==> config.mk <==
export PLATFORM = sky130hd
export DESIGN_NAME = write_queue
export DESIGN_NICKNAME = d
export VERILOG_FILES = /design/src/rtl/write_queue_pkg.sv /design/src/rtl/write_queue_arb.sv /design/src/rtl/write_queue.sv
export SDC_FILE = /design/constraint.sdc
export NUM_CORES = 1
export LEC_CHECK = 0
export BUFFER_PORTS_ARGS = -buffer_cell sky130_fd_sc_hd__buf_2
export CELL_PAD_IN_SITES_DETAIL_PLACEMENT = 1
export CELL_PAD_IN_SITES_GLOBAL_PLACEMENT = 1
export CORE_MARGIN = 4
export CORE_UTILIZATION = 42
export CTS_BUF_LIST = sky130_fd_sc_hd__clkbuf_4
export DETAILED_ROUTE_END_ITERATION = 6
export PLACE_DENSITY = 0.72
export SLEW_MARGIN = 30
export SYNTH_ARGS = -nofsm -noshare
export SYNTH_HDL_FRONTEND = slang
export SYNTH_SLANG_ARGS = --single-unit
==> constraint.sdc <==
create_clock -name clk -period 4.9 [get_ports clk]
set_clock_uncertainty 0.1 [all_clocks]
set_input_delay 0 -clock clk [delete_from_list [all_inputs] [get_ports clk]]
set_output_delay 0 -clock clk [all_outputs]
set_load 0.05 [all_outputs]
==> src/rtl/write_queue_pkg.sv <==
// write_queue_pkg: shared widths, the write-port record and its packer, and
// the misprediction kill test used by the write queue.
// These constants reproduce the shared include definitions (LEN_PREG_ADDR,
// LEN_WORD, LEN_CONTEXT, LEN_WRITE_D_R, CONTEXT_ZERO) so this slice builds standalone.
package write_queue_pkg;

    localparam int LEN_PREG_ADDR = 6;
    localparam int LEN_WORD      = 32;
    localparam int LEN_CONTEXT   = 4;
    localparam int LEN_WRITE_D_R = 1 + LEN_PREG_ADDR + LEN_WORD;

    localparam logic [LEN_CONTEXT-1:0] CONTEXT_ZERO = {LEN_CONTEXT{1'b0}};

    // Record handed to reg_manage: {w_order, w_pa_rd, w_d_rd}.
    typedef struct packed {
        logic                     w_order;
        logic [LEN_PREG_ADDR-1:0] w_pa_rd;
        logic [LEN_WORD-1:0]      w_d_rd;
    } write_d_r_t;

    function automatic logic [LEN_WRITE_D_R-1:0] pack_struct_write_d_r(
        input logic                     w_order,
        input logic [LEN_PREG_ADDR-1:0] w_pa_rd,
        input logic [LEN_WORD-1:0]      w_d_rd
    );
        write_d_r_t rec;
        rec.w_order = w_order;
        rec.w_pa_rd = w_pa_rd;
        rec.w_d_rd  = w_d_rd;
        return rec;
    endfunction

    // An entry dies on a hazard when its context overlaps the kill mask;
    // the always-valid context CONTEXT_ZERO can never be killed.
    function automatic logic context_killed(
        input logic [LEN_CONTEXT-1:0] ctx,
        input logic                   hazard,
        input logic [LEN_CONTEXT-1:0] mask
    );
        return hazard && (ctx != CONTEXT_ZERO) && ((ctx & mask) != CONTEXT_ZERO);
    endfunction

endpackage

==> src/rtl/write_queue_arb.sv <==
// write_queue_arb: ready generation from the queue count, mem-before-ALU
// slot ordering and tail increment for one cycle of requests.
module write_queue_arb #(
    parameter int DEPTH = 4,
    parameter int CNT_W = 3
) (
    input  logic [CNT_W-1:0] count,
    input  logic             mem_valid,
    input  logic             alu_valid,
    input  logic             mem_store,
    input  logic             alu_store,
    output logic             mem_ready,
    output logic             alu_ready,
    output logic             mem_wr,
    output logic             alu_wr,
    output logic             alu_off,
    output logic [1:0]       tail_inc
);

    // Readiness and slot allocation; the ALU takes the slot after mem when both write.
    always_comb begin
        mem_ready = (count <= CNT_W'(DEPTH - 1));
        alu_ready = (count <= CNT_W'(DEPTH - 2)) ||
                    ((count == CNT_W'(DEPTH - 1)) && !mem_valid);
        mem_wr    = mem_valid && mem_ready && mem_store;
        alu_wr    = alu_valid && alu_ready && alu_store;
        alu_off   = mem_wr;
        tail_inc  = {1'b0, mem_wr} + {1'b0, alu_wr};
    end

endmodule

==> src/rtl/write_queue.sv <==
// write_queue: merges ALU and load results into the single register write
// port, with misprediction kill of queued entries.
// Optional feature macro: WRITE_QUEUE_BYPASS_EN forwards a live request
// straight to the write port when the queue is empty.
module write_queue
    import write_queue_pkg::*;
#(
    parameter int DEPTH = 4
) (
    input  logic                     clk,
    input  logic                     rstn,
    input  logic                     alu_valid,
    input  logic [LEN_PREG_ADDR-1:0] alu_pa_rd,
    input  logic [LEN_WORD-1:0]      alu_d,
    input  logic [LEN_CONTEXT-1:0]   alu_context,
    output logic                     alu_ready,
    input  logic                     mem_valid,
    input  logic [LEN_PREG_ADDR-1:0] mem_pa_rd,
    input  logic [LEN_WORD-1:0]      mem_d,
    input  logic [LEN_CONTEXT-1:0]   mem_context,
    output logic                     mem_ready,
    input  logic                     branch_hazard,
    input  logic [LEN_CONTEXT-1:0]   hazard_context_info,
    output logic [LEN_WRITE_D_R-1:0] w_write_d_r
);

    localparam int PTR_W = $clog2(DEPTH);
    localparam int CNT_W = PTR_W + 1;
    localparam logic [LEN_PREG_ADDR-1:0] PREG_ZERO = {LEN_PREG_ADDR{1'b0}};

    logic [LEN_PREG_ADDR-1:0] pa_r   [DEPTH];
    logic [LEN_WORD-1:0]      data_r [DEPTH];
    logic [LEN_CONTEXT-1:0]   ctx_r  [DEPTH];
    logic [DEPTH-1:0]         live_r;
    logic [PTR_W-1:0]         head_r;
    logic [PTR_W-1:0]         tail_r;
    logic [CNT_W-1:0]         count_r;

    logic             pop_s;
    logic             mem_kill_s;
    logic             alu_kill_s;
    logic             mem_fwd_s;
    logic             alu_fwd_s;
    logic             mem_store_s;
    logic             alu_store_s;
    logic             mem_wr_s;
    logic             alu_wr_s;
    logic             alu_off_s;
    logic [1:0]       tail_inc_s;
    logic [PTR_W-1:0] alu_idx_s;

    assign pop_s      = (count_r != {CNT_W{1'b0}});
    assign mem_kill_s = context_killed(mem_context, branch_hazard, hazard_context_info);
    assign alu_kill_s = context_killed(alu_context, branch_hazard, hazard_context_info);
    assign alu_idx_s  = tail_r + PTR_W'(alu_off_s);

`ifdef WRITE_QUEUE_BYPASS_EN
    // Empty queue: a live request goes straight out; mem wins, ALU only when mem is idle.
    always_comb begin
        mem_fwd_s = !pop_s && mem_valid && (mem_pa_rd != PREG_ZERO) && !mem_kill_s;
        alu_fwd_s = !pop_s && alu_valid && (alu_pa_rd != PREG_ZERO) && !alu_kill_s &&
                    !mem_valid;
    end
`else
    // No forwarding path: every request goes through the queue.
    always_comb begin
        mem_fwd_s = 1'b0;
        alu_fwd_s = 1'b0;
    end
`endif

    // A request takes a slot unless it targets p0 (dropped) or was forwarded.
    always_comb begin
        mem_store_s = (mem_pa_rd != PREG_ZERO) && !mem_fwd_s;
        alu_store_s = (alu_pa_rd != PREG_ZERO) && !alu_fwd_s;
    end

    write_queue_arb #(
        .DEPTH (DEPTH),
        .CNT_W (CNT_W)
    ) u_arb (
        .count     (count_r),
        .mem_valid (mem_valid),
        .alu_valid (alu_valid),
        .mem_store (mem_store_s),
        .alu_store (alu_store_s),
        .mem_ready (mem_ready),
        .alu_ready (alu_ready),
        .mem_wr    (mem_wr_s),
        .alu_wr    (alu_wr_s),
        .alu_off   (alu_off_s),
        .tail_inc  (tail_inc_s)
    );

    // Write port: head entry when non-empty (masked by a same-cycle kill), else forward, else idle.
    always_comb begin
        if (!rstn) begin
            w_write_d_r = {LEN_WRITE_D_R{1'b0}};
        end else if (pop_s) begin
            w_write_d_r = pack_struct_write_d_r(
                live_r[head_r] &&
                !context_killed(ctx_r[head_r], branch_hazard, hazard_context_info),
                pa_r[head_r], data_r[head_r]);
        end else if (mem_fwd_s) begin
            w_write_d_r = pack_struct_write_d_r(1'b1, mem_pa_rd, mem_d);
        end else if (alu_fwd_s) begin
            w_write_d_r = pack_struct_write_d_r(1'b1, alu_pa_rd, alu_d);
        end else begin
            w_write_d_r = {LEN_WRITE_D_R{1'b0}};
        end
    end

    // Queue state: kill matching entries, enqueue mem then ALU, pop head, move pointers.
    always_ff @(posedge clk or negedge rstn) begin
        if (!rstn) begin
            for (int i = 0; i < DEPTH; i++) begin
                pa_r[i]   <= PREG_ZERO;
                data_r[i] <= {LEN_WORD{1'b0}};
                ctx_r[i]  <= CONTEXT_ZERO;
            end
            live_r  <= {DEPTH{1'b0}};
            head_r  <= {PTR_W{1'b0}};
            tail_r  <= {PTR_W{1'b0}};
            count_r <= {CNT_W{1'b0}};
        end else begin
            for (int i = 0; i < DEPTH; i++) begin
                if (context_killed(ctx_r[i], branch_hazard, hazard_context_info)) begin
                    live_r[i] <= 1'b0;
                end
            end
            if (mem_wr_s) begin
                pa_r[tail_r]   <= mem_pa_rd;
                data_r[tail_r] <= mem_d;
                ctx_r[tail_r]  <= mem_context;
                live_r[tail_r] <= !mem_kill_s;
            end
            if (alu_wr_s) begin
                pa_r[alu_idx_s]   <= alu_pa_rd;
                data_r[alu_idx_s] <= alu_d;
                ctx_r[alu_idx_s]  <= alu_context;
                live_r[alu_idx_s] <= !alu_kill_s;
            end
            tail_r  <= tail_r + PTR_W'(tail_inc_s);
            head_r  <= head_r + PTR_W'(pop_s);
            count_r <= count_r - CNT_W'(pop_s) + CNT_W'(tail_inc_s);
        end
    end

endmodule

# ---- Word-level counts from Yosys, hierarchy flattened
# Cells that the tools add are included.
dict set report classes {
  order_cmp 12
  bitwise_logic 10
  n_eq_ne 1
  n_addsub 6
  reduce_logical 46
  muxes 49
}
# cell n
set ops {}
lappend ops {{$bwmux W128} 2}
lappend ops {{$mux W128} 2}
lappend ops {{$demux W32 S2} 2}
lappend ops {{$mux W32} 4}
lappend ops {{$mux W39} 2}
lappend ops {{$bmux W32 S2} 1}
lappend ops {{$reduce_bool A4 Y1} 14}
lappend ops {{$bwmux W24} 2}
lappend ops {{$mux W24} 2}
lappend ops {{$bwmux W16} 2}
lappend ops {{$mux W16} 2}
lappend ops {{$and A4 B4 Y4} 7}
lappend ops {{$demux W6 S2} 2}
lappend ops {{$logic_and A1 B1 Y1} 24}
lappend ops {{$mux W4} 6}
lappend ops {{$mux W6} 4}
lappend ops {{$demux W4 S2} 2}
lappend ops {{$bmux W6 S2} 1}
lappend ops {{$reduce_bool A6 Y1} 2}
lappend ops {{$ge A3 B3 Y1 const B} 3}
lappend ops {{$lt A2 B3 Y1 const B} 3}
lappend ops {{$not A2 Y3} 3}
lappend ops {{$bmux W4 S2} 1}
lappend ops {{$bwmux W4} 2}
lappend ops {{15 further kinds} 29}
dict set report totals {
  reg_bits 179
  word_cells 140
  inputBits 93
  output_inout_bits 41
}

# ---- Longest topological paths before layout
# Gate-level depths: netlist of run 1.
dict set report logic_depth {
  depth_word 11
  ltp_mapped 11
  mapped_depth_nobuf 10
}

# ---- By module
# A second synthesis of run 1 with hierarchy kept.
dict set report unflattened {
  cells_unflattened 916
  area_unflattened_um2 9925.8
}
# mod instances seq_area_each_um2 area_per_inst_um2 cells_per_inst
set by_module_without_submodules {}
lappend by_module_without_submodules {write_queue 1 4479.3 9875.7 910}
lappend by_module_without_submodules {write_queue_arb 1 0.0 50.0 6}

# ---- Worst setup path before layout of run 1
# No wires, ideal clock.
dict set report synth_timing {
  kind {register to register}
  from {register count_r[1]}
  to {register count_r[2]}
  t_arrival_ns 3.259
  slack_ns 1.461
  stages_incl_launch_ff 12
  path_cell_list {dfrtp_1 > a31oi_1 > o311a_1 > buf_2 > ha_1 > inv_1 > ha_1 > inv_1 > ha_1 > fa_1 > xnor2_1 > xnor2_1}
}
dict set report synth_between {
  elab_chain_len 7
  elab_cells_between_ends 13
  cone_classes {add/sub: 3; order compare: 2; eq/ne: 1; reduce/logical: 7}
}
# element line_no
set synth_rtl {}
lappend synth_rtl {{start, declared} write_queue.sv:37} ;# logic [CNT_W-1:0] count_r;
lappend synth_rtl {{start signal, assigned} write_queue.sv:124} ;# count_r <= {CNT_W{1'b0}};
lappend synth_rtl {{start signal, assigned} write_queue.sv:145} ;# count_r <= count_r - CNT_W'(pop_s) + CNT_W'(tail_inc_s);
lappend synth_rtl {{parallel branches: the longest is 2 deep, another holds $le A3 B2 Y1} -}
lappend synth_rtl {{$logic_or A1 B1 Y1 (*)} write_queue_arb.sv:23} ;# alu_ready = (count <= CNT_W'(DEPTH - 2)) ||
lappend synth_rtl {{net alu_ready} write_queue.sv:16} ;# output logic alu_ready,
lappend synth_rtl {{$logic_and A1 B1 Y1 (*) (2 in a row)} write_queue_arb.sv:26} ;# alu_wr = alu_valid && alu_ready && alu_store;
lappend synth_rtl {{$add A1 B1 Y2 (*)} write_queue_arb.sv:28} ;# tail_inc = {1'b0, mem_wr} + {1'b0, alu_wr};
lappend synth_rtl {{$add A3 B2 Y3 (*)} write_queue.sv:145}
# Mark *: on every way through the listed nets, which the timed path passes.

# ---- Worst setup path in the final report of run 1
dict set report layout_timing {
  from {register count_r[2]}
  to {register pa_r[1] in the netlist's numbering}
}
dict set report layout_between {
  elab_chain_len 11
  elab_cells_between_ends 19
  cone_classes {add/sub: 1; order compare: 4; eq/ne: 1; mux: 5; bitwise: 1; reduce/logical: 7}
}
# element line_no
set layout_rtl {}
lappend layout_rtl {{$le A3 B2 Y1} write_queue_arb.sv:22} ;# mem_ready = (count <= CNT_W'(DEPTH - 1));
lappend layout_rtl {{$logic_and A1 B1 Y1 (2 in a row)} write_queue_arb.sv:25} ;# mem_wr = mem_valid && mem_ready && mem_store;
lappend layout_rtl {{$add A2 B1 Y2} write_queue.sv:55} ;# assign alu_idx_s = tail_r + PTR_W'(alu_off_s);
lappend layout_rtl {{$not A2 Y3 (implied by the code)} write_queue.sv:138} ;# pa_r[alu_idx_s] <= alu_pa_rd;
lappend layout_rtl {{$ge A3 B3 Y1 (implied by the code) / $lt A3 B1 Y1 (equally long branches)} write_queue.sv:138}
lappend layout_rtl {{$logic_and A1 B1 Y1 (implied by the code)} write_queue.sv:138}
lappend layout_rtl {{$mux W6 (implied by the code)} write_queue.sv:138}
lappend layout_rtl {{$demux W6 S2} write_queue.sv:138}
lappend layout_rtl {{$bwmux W24} write_queue.sv:138}
lappend layout_rtl {{$mux W24 (*)} write_queue.sv:137} ;# if (alu_wr_s) begin
lappend layout_rtl {{end signal, assigned by index} write_queue.sv:132} ;# pa_r[tail_r] <= mem_pa_rd;
lappend layout_rtl {{end signal, assigned by index} write_queue.sv:138}
lappend layout_rtl {{end, declared} write_queue.sv:31} ;# logic [LEN_PREG_ADDR-1:0] pa_r [DEPTH];
# Mark *: on every way between the ends. The rest lies on a longest branch, timed or not.

==> run_results.csv, run 1 <==
group,metric,value,unit
synthesis,async_flop_share,100,%
die,die_h,175,um
sta,period_needed,3.96,ns
synthesis,synth.distinct_cells,39,
sta,worst_pin_slew,0.802,ns
route,remaining_drc_errors,0,
pwr,p_leak,6.83,nW
run,cap_violations,0,
setup_path,crit_fanout,28,
route,num_vias,7400,
sta,setup_violations,0,
synthesis,synth_seq_area_share,38.4,%
setup_path,end_kind,"register",
layout,fin_nets,1087,
synthesis,syn_nets,831,
layout,multi_input_area,0.00674,mm^2
pwr,cell_internal_pwr,6.20,mW
route,drtPass1Iterations,4,
die,dieArea,0.0305,mm^2
layout,most-common-layout-cells,"286 x mux2_4, 177 x dfrtp_1, 141 x dlygate4sd3_1",
layout,drive_above_1_share,56.0,%
setup_path,ff2ff_path_depth,8,
synthesis,syn_avg_cell_area,16.0,um^2
sta,slew_headroom,46.6,%
clock_tree,cts_num_sinks,179,
placed_design,dp_slack,1.56,ns
hold_path,hold_path.class,"in2reg",
placed_design,port_buffers,133,
global_route,grt_pass1_wl,51400,um
die,core_area,0.0272,mm^2
outcome,status,"finished, final reports clean",
sta,rsz0062_at_grt,"no",
sta,setup_ws,0.938,ns
setup_path,critPathLaunchType,"register",
hold_path,hold_end,"data_r[104]",
clock_tree,post_cts_buffers,0,
route,routedWlPerCell,23.5,um
pwr,p_sw_share,36.4,%
placed_design,postPlaceCellArea,0.0126,mm^2
clock_tree,path_clk_slew,0.18,ns
sta,finalHoldViolCount,0,
sta,fmax,252,MHz
pwr,powerDensity,681,mW/mm^2
setup_path,worstPathRequired,5.28,ns
layout,fill_cells,2673,
pwr,seqPwrFrac,28.9,%
layout,design_area,0.0143,mm^2
global_route,grt_overflow,0,
synthesis,synth_seq_cells,179,
synthesis,yosys_warnings,0,
clock_tree,clockBufferDepth,2,
global_route,grt.total_usage,21.4,%
synthesis,synth_edf_count,0,
layout,final_common_cell,"mux2_4",
synthesis,netlist_area,0.0117,mm^2
setup_path,r2r_end,"pa_r[1]",
layout,seq_area,0.00448,mm^2
setup_path,cp-startpoint,"count_r[2]",
clock_tree,insertion_delay,0.59,ns
clock_tree,numCtsBuffers,17,
synthesis,synth_ff_type,"dfrtp_1",
die,ioPinCount,134,
clock_tree,htree_levels,4,
placed_design,dp.cells,1197,
global_route,grt_pass1_vias,8639,
pwr,power,9.75,mW
placed_design,gp_congestion,0.771,
route,routed_via_density,5.39,
setup_path,critical_path_arrival,4.34,ns
route,routed_wl,32300,um
placed_design,hpwl,18500,um
pwr,power_frac_clock,9.1,%
sta,drv_slew,0,
route,drt_iter0_markers,311,
global_route,grt_max_degree,77,
pwr,p_comb_share,61.9,%
clock_tree,cts_tree,"yes",
pwr,ir_drop,0.000324,V
die,rows,60,
sta,timing.setup.tns,0,ns
clock_tree,cts_root_buf,"clkbuf_4",
layout,area_growth,22.6,%
hold_path,holdPathStages,3,
die,start_util,42.9,%
layout,layout.cells.non_filler,1372,
sta,finalCritPeriodShare,80.9,%
setup_path,r2r-start,"count_r[2]",
global_route,antenna_found_initial,3,
die,die_w,175,um
setup_path,critPathKind,"reg2reg",
hold_path,min-delay-start,"alu_d[8]",
synthesis,syn_inst,730,
setup_path,r2r_slack,0.94,ns
pwr,p_sw,3.54,mW
route,ant_nets,0,
[cells by family after synthesis]
family                     count (synthesis)  share of synthesized area [%]
AOI/OAI and AO/OA                         37                           2.85
xor gates and xnor gates                   7                          0.525
adders and majority gates                  8                          0.922
buffers and inverters                     61                           3.92
DFF                                      179                           38.4
muxes                                    379                           49.9
and+or+nand+nor                           59                           3.46
[worst max path at each step]
stage,end,slack [ns],cells past startpoint
final,pa_r[1],0.94,8
after global placement,data_r[6],1.68,7
after detailed placement,data_r[2],1.56,7
after floorplan,count_r[2],1.46,11
after CTS,pa_r[1],0.96,8
after global routing,pa_r[1],0.73,8
[state kept, by name, indices dropped and copies added, names as in the netlist]
name and flops:
count_r 3, ctx_r 16, data_r 128, head_r 2
live_r 4, pa_r 24, tail_r 2
[per-layer routing]
| metal | global-route usage [%] | wire, um | up-vias |
|---|---|---|---|
| met2 | 37.5 | 16500 | 148 |
| met5 | 0 | 7 | - |
| met4 | 3.86 | 272 | 2 |
| li1 | - | - | 3274 |
| met1 | 28.5 | 14500 | 3954 |
| met3 | 3.53 | 1000 | 22 |
[metrics by stage]
step / utilization, % / hold WS, ns
2_1_floorplan: - / -0.396
3_3_place_gp: 46.2 / 0.0465
3_5_place_dp: 46.3 / 0.0387
4_1_cts: 52.6 / 0.0571
5_1_grt: 52.7 / 0.0779
6_report: 52.7 / 0.101
[cell type report]
| cell class | count | area share [%] |
|---|---|---|
| diodes | 2 | 0.0350 |
| clock buffers | 18 | 0.944 |
| well taps | 372 | 3.25 |
| multi-input cells | 490 | 47.1 |
| clock inverters | 13 | 1.05 |
| repair buffers | 291 | 16.1 |
| inverters | 7 | 0.184 |
| flip-flops and latches | 179 | 31.3 |
[power groups by stage]
| stage | Clock (mW) | Sequential, mW | Combinational [mW] |
|---|---|---|---|
| after floorplan | 0 | 2.55 | 4.77 |
| after global placement | 0 | 2.88 | 5.29 |
| after detailed placement | 0 | 2.84 | 5.53 |
| after CTS | 0.917 | 2.82 | 6.01 |
| after global routing | 0.980 | 2.92 | 6.39 |
| final | 0.892 | 2.82 | 6.04 |
[timing repair]
item                      CTS  global route
hold buffers              142             0
hold endpoints to repair  325             0
resized for setup           0             0
[worst max-delay path, cell delays in order, from the launching register on]
cell and delay (ns):
dfrtp_1 0.46, nand2b_1 0.39, a21oi_1 0.32, ha_1 0.25
xor2_1 0.37, nand3_4 0.59, buf_4 0.49, mux2_4 0.33
dlygate4sd3_1 0.55
[Yosys cell counts, types with 3 or more instances]
cell / number / share of area (%)
o21ai_0: 6 / 0.26
buf_4: 3 / 0.19
nand2b_1: 3 / 0.16
buf_2: 6 / 0.26
mux2_1: 13 / 1.3
nand3b_1: 3 / 0.19
ha_1: 7 / 0.75
inv_1: 7 / 0.23
and3_1: 38 / 2.0
a2bb2oi_1: 4 / 0.30
mux2_4: 286 / 37
xnor2_1: 5 / 0.38
a22oi_1: 4 / 0.26
clkbuf_1: 16 / 0.51
buf_6: 28 / 2.7
a22o_1: 12 / 0.90
mux2_2: 37 / 3.6
a211oi_4: 4 / 0.69
mux4_2: 43 / 8.3
dfrtp_1: 179 / 38
Power figures use the tool's default switching activity.
==> run 2, diff against run 1 <==
==> constraint.sdc (replaced) <==
create_clock -name clk -period 3.9 [get_ports clk]
set_clock_uncertainty 0.1 [all_clocks]
set_input_delay 0 -clock clk [delete_from_list [all_inputs] [get_ports clk]]
set_output_delay 0 -clock clk [all_outputs]
set_load 0.05 [all_outputs]
==> run 2 against run 1 <==
Net effect:
- combinational power grew 25%
- register-to-register slack lost 0.68 ns
- wire length rose by 0.83%
- maximum frequency increased by 8.8%
- core utilization up 0.30 points
- global-route usage increased by 0.31 points
- critical endpoint is now ctx_r[13]
==> run_results.csv, run 2 (synthesis gave the netlist of run 1 again) <==
group,metric,value,unit
global_route,antenna_found_initial,4,
sta,fmax,275,MHz
sta,rsz0062_at_grt,"no",
die,core_area,0.0272,mm^2
clock_tree,cts_root_buf,"clkbuf_4",
route,routed_wl,32600,um
sta,drv_slew,0,
run,cap_violations,0,
sta,finalCritPeriodShare,93.4,%
clock_tree,cts-hold-fix-buffers,143,
clock_tree,insertion_delay,0.60,ns
hold_path,hold_path.class,"in2reg",
clock_tree,clockBufferDepth,2,
global_route,grt.total_usage,21.7,%
clock_tree,post_cts_resized,0,
layout,largest-register,"data_r",
die,rows,60,
clock_tree,htree_levels,4,
setup_path,critical_path_arrival,4.02,ns
clock_tree,post_cts_buffers,0,
clock_tree,path_clk_slew,0.18,ns
setup_path,end_kind,"register",
sta,setup_violations,0,
setup_path,critPathLaunchType,"register",
setup_path,crit_slowest_cell,"dlygate4sd3_1",
global_route,grt_overflow,0,
layout,drive_above_1_share,56.2,%
sta,timing.setup.tns,0,ns
layout,fin_nets,1096,
sta,worst_pin_slew,0.778,ns
layout,area_growth,23.3,%
global_route,grt_max_degree,66,
pwr,powerDensity,850,mW/mm^2
global_route,grt_pass1_wl,52000,um
die,ioPinCount,134,
pwr,ir_drop,0.000612,V
route,ant_nets,0,
layout,final_common_cell,"mux2_4",
layout,fill_cells,2674,
placed_design,hpwl,18900,um
pwr,p_leak,6.89,nW
sta,slew_headroom,48.1,%
die,die_h,175,um
route,num_vias,7402,
global_route,grt_pass1_vias,8733,
setup_path,worstPathRequired,4.28,ns
clock_tree,numCtsBuffers,17,
die,die_w,175,um
route,routedWlPerCell,23.6,um
placed_design,gp_congestion,0.775,
setup_path,crit_fanout,23,
placed_design,port_buffers,133,
route,drtPass1Iterations,4,
die,dieArea,0.0305,mm^2
outcome,status,"finished, final reports clean",
layout,largest_register_ffs,128,
sta,period_needed,3.64,ns
clock_tree,cts_num_sinks,179,
layout,fin_util,53.0,%
layout,reg.largest.list,"data_r (128), pa_r (24), ctx_r (16)",
die,start_util,42.9,%
setup_path,critPathMaxStageDelay,0.57,ns
route,drt_iter0_markers,333,
layout,most-common-layout-cells,"286 x mux2_4, 177 x dfrtp_1, 142 x dlygate4sd3_1",
route,remaining_drc_errors,0,
clock_tree,cts_tree,"yes",
setup_path,worstPathCellList,"nand2b_1 -> a21oi_1 -> ha_1 -> xor2_1 -> nor2_1 -> nand2_2 -> buf_12 -> mux2_2 -> dlygate4sd3_1",
route,routed_via_density,5.35,
sta,finalHoldViolCount,0,
setup_path,critPathKind,"reg2reg",
[run 2: critical path: cells and delay by family, from the launching register on]
| family | cells | cell delay [ns] |
|---|---|---|
| fa+ha+maj | 1 | 0.23 |
| flops | 1 | 0.45 |
| simple gates | 3 | 0.87 |
| compound gates | 1 | 0.29 |
| xor+xnor | 1 | 0.34 |
| mux | 1 | 0.37 |
| buf+inv | 2 | 0.85 |
[run 2: where the power goes]
part	switching [mW]	leakage [nW]	total, mW	internal, mW
Combinational	2.98	4.62	7.55	4.57
Clock	0.732	0.145	1.13	0.394
Sequential	0.730	2.12	3.56	2.83
[run 2: metrics by stage]
| step | worst slack (ns) | std cells | power (mW) | area [um^2] | hold slack (ns) |
|---|---|---|---|---|---|
| floorplan | 0.461 | 730 | 9.19 | 11700 | -0.396 |
| global placement | 0.851 | 1205 | 10.3 | 12600 | 0.0192 |
| detailed placement | 0.786 | 1205 | 10.5 | 12600 | 0.0151 |
| CTS | 0.257 | 1380 | 12.2 | 14400 | 0.0394 |
| global route | 0.0943 | 1383 | 12.9 | 14400 | 0.0669 |
| finish | 0.259 | 1383 | 12.2 | 14400 | 0.101 |
[run 2: area by class of cell]
type	instances	area, um^2	share of cell area, %
antenna	3	7.51	0.0522
clock buffer	18	135	0.939
clock inverter	14	151	1.05
inverter	7	26.3	0.183
multi-input combinational	490	6730	46.8
sequential	179	4480	31.2
tap	372	465	3.23
timing repair buffer	300	2390	16.6
[run 2: layer usage]
metal,vias up,track usage [%],wire length [um]
met5,-,0,12
met4,2,5.27,474
met1,3923,28.9,14500
met3,36,3.46,1070
li1,3283,-,-
met2,158,37.4,16500
[run 2: path summary, 6_finish.rpt]
kind,cells past startpoint,startpoint,to,slack (ns)
worst max-delay path,9,count_r[2],ctx_r[13],0.26
worst min-delay path,3,alu_pa_rd[2],pa_r[14],0.10
worst max register to register,9,count_r[2],ctx_r[13],0.26
worst min register to register,1,count_r[2],count_r[2],0.45
max in group asynchronous,5,rstn,pa_r[1],2.71
min in group asynchronous,4,rstn,data_r[116],0.56
==> run 3, diff against run 2 <==
--- a/config.mk
+++ b/config.mk
@@ -12,8 +12,8 @@
 export CORE_UTILIZATION = 42
 export CTS_BUF_LIST = sky130_fd_sc_hd__clkbuf_4
 export DETAILED_ROUTE_END_ITERATION = 6
-export PLACE_DENSITY = 0.72
-export SLEW_MARGIN = 30
+export PLACE_DENSITY_LB_ADDON = 0.08
+export SLEW_MARGIN = 10
 export SYNTH_ARGS = -nofsm -noshare
 export SYNTH_HDL_FRONTEND = slang
 export SYNTH_SLANG_ARGS = --single-unit
==> run 3 against run 2 <==
Net effect:
- sequential share of layout area increased by 0.073 points
- via count grew 0.77%
- global-route usage is 0.71 points higher
- hold slack worse by 0.0058 ns
- worst setup slack lost 0.022 ns
- core utilization fell by 0.12 points
- maximum frequency down 0.59%
- cell area shrank 0.23%
- clock-buffer cell count stayed put
- total power increased by 0.78%
- clock power rose by 6%
- wire length up 4.0%
- largest cell class unchanged
- largest power group unchanged
==> run_results.csv, run 3 (synthesis gave the netlist of run 1 again) <==
group,metric,value,unit
outcome,status,"finished, final reports clean",
pwr,power,12.3,mW
clock_tree,htree_levels,4,
placed_design,hpwl,20300,um
die,die_h,175,um
setup_path,critPathLaunchType,"register",
die,ioPinCount,134,
sta,holdWs,0.0957,ns
route,drtPass1Iterations,4,
hold_path,hold_path.class,"in2async",
setup_path,end_kind,"register",
clock_tree,clockBufferDepth,2,
sta,timing.setup.tns,0,ns
sta,setup_ws,0.238,ns
setup_path,crit_slowest_cell,"dlygate4sd3_1",
die,core_area,0.0272,mm^2
placed_design,dp_slack,0.766,ns
placed_design,gp_congestion,0.750,
route,ant_nets,0,
sta,setup_violations,0,
setup_path,cp_num_buf_inv,2,
setup_path,r2r-start,"count_r[2]",
pwr,ir_drop,0.000338,V
route,routedWlPerCell,24.5,um
setup_path,critical_path_arrival,4.06,ns
sta,slew_headroom,50.2,%
pwr,powerDensity,859,mW/mm^2
layout,fill_cells,2690,
setup_path,worstPathRequired,4.30,ns
layout,fin_nets,1097,
setup_path,critPathMaxStageDelay,0.55,ns
placed_design,dp.cells,1208,
route,routed_wl,33900,um
run,cap_violations,0,
layout,fin_util,52.8,%
route,routed_via_density,5.40,
route,drt_iter0_markers,254,
clock_tree,post_cts_resized,0,
setup_path,r2r_end,"data_r[60]",
clock_tree,path_clk_slew,0.17,ns
setup_path,r2r_slack,0.24,ns
global_route,grt_overflow,0,
layout,drive_above_1_share,56.5,%
sta,finalCritPeriodShare,93.9,%
die,start_util,42.9,%
clock_tree,cts_num_sinks,179,
setup_path,critPathTopFamily,"simple AND/OR/NAND/NOR gates",
layout,multi_input_area,0.00674,mm^2
setup_path,crit_fanout,19,
placed_design,postPlaceCellArea,0.0126,mm^2
layout,most-common-layout-cells,"286 x mux2_4, 177 x dfrtp_1, 140 x dlygate4sd3_1",
global_route,antenna_found_initial,1,
sta,worst_pin_slew,0.746,ns
clock_tree,cts_root_buf,"clkbuf_4",
placed_design,port_buffers,133,
global_route,grt.total_usage,22.5,%
layout,seq_area,0.00448,mm^2
global_route,grt_max_degree,81,
clock_tree,cts_tree,"yes",
die,die_w,175,um
layout,largest_register_ffs,128,
layout,reg.largest.list,"data_r (128), pa_r (24), ctx_r (16)",
die,dieArea,0.0305,mm^2
pwr,p_leak,6.90,nW
global_route,grt_pass1_vias,8726,
setup_path,ff2ff_path_depth,9,
sta,period_needed,3.66,ns
clock_tree,numCtsBuffers,17,
global_route,grt_pass1_wl,53400,um
sta,drv_slew,0,
layout,area_growth,23.1,%
layout,final_common_cell,"mux2_4",
layout,design_area,0.0144,mm^2
setup_path,worstPathCellList,"nand2b_1 -> a21oi_1 -> ha_1 -> xnor2_1 -> nor2_1 -> nand2_4 -> buf_4 -> mux2_4 -> dlygate4sd3_1",
route,num_vias,7459,
sta,finalHoldViolCount,0,
die,rows,60,
sta,fmax,273,MHz
sta,rsz0062_at_grt,"no",
setup_path,critPathKind,"reg2reg",
layout,largest-register,"data_r",
layout,layout.cells.non_filler,1381,
clock_tree,insertion_delay,0.59,ns
route,remaining_drc_errors,0,
==> run 3: how the worst max path moves through the flow <==
stage / startpoint / to / slack (ns) / cells past startpoint
6_report: count_r[2] / data_r[60] / 0.24 / 9
5_1_grt: count_r[2] / data_r[29] / 0.06 / 8
4_1_cts: count_r[2] / data_r[29] / 0.19 / 8
3_5_place_dp: alu_pa_rd[2] / count_r[2] / 0.77 / 11
3_3_place_gp: alu_pa_rd[2] / count_r[2] / 0.86 / 11
2_1_floorplan: count_r[1] / count_r[2] / 0.46 / 11
==> run 3: routing by layer <==
layer	part of all wire [%]	vias up	GRT usage, %
met2	50	139	38.5
li1	-	3287	-
met4	0.70	0	4.06
met1	46	4016	30.7
met3	3.3	17	3.25
met5	0	-	0
==> run 3: final cells by class <==
| class | instances | share of cell area (%) |
|---|---|---|
| tap | 372 | 3.24 |
| multi-input combinational | 490 | 46.9 |
| antenna | 1 | 0.0174 |
| sequential | 179 | 31.2 |
| inverter | 7 | 0.183 |
| timing repair buffer | 301 | 16.2 |
| clock buffer | 18 | 0.941 |
| clock inverter | 13 | 1.23 |
==> run 3: worst register-to-register path, delay by kind of cell (launching register included) <==
family / cells / cell delay (ns)
and+or+nand+nor: 3 / 1.00
buffers and inverters: 2 / 0.92
DFF: 1 / 0.46
xor gates and xnor gates: 1 / 0.39
muxes: 1 / 0.33
adders and majority gates: 1 / 0.25
AOI/OAI and AO/OA: 1 / 0.13
==> run 3: power by group <==
part	switching, mW	total (mW)	internal (mW)
registers	0.763	3.59	2.83
clock network	0.739	1.20	0.464
logic	2.98	7.54	4.56
==> run 3: what timing repair did <==
action | in CTS | in global routing
setup buffers | 0 | 0
hold endpoints to repair | 311 | 0
hold buffers | 141 | 0
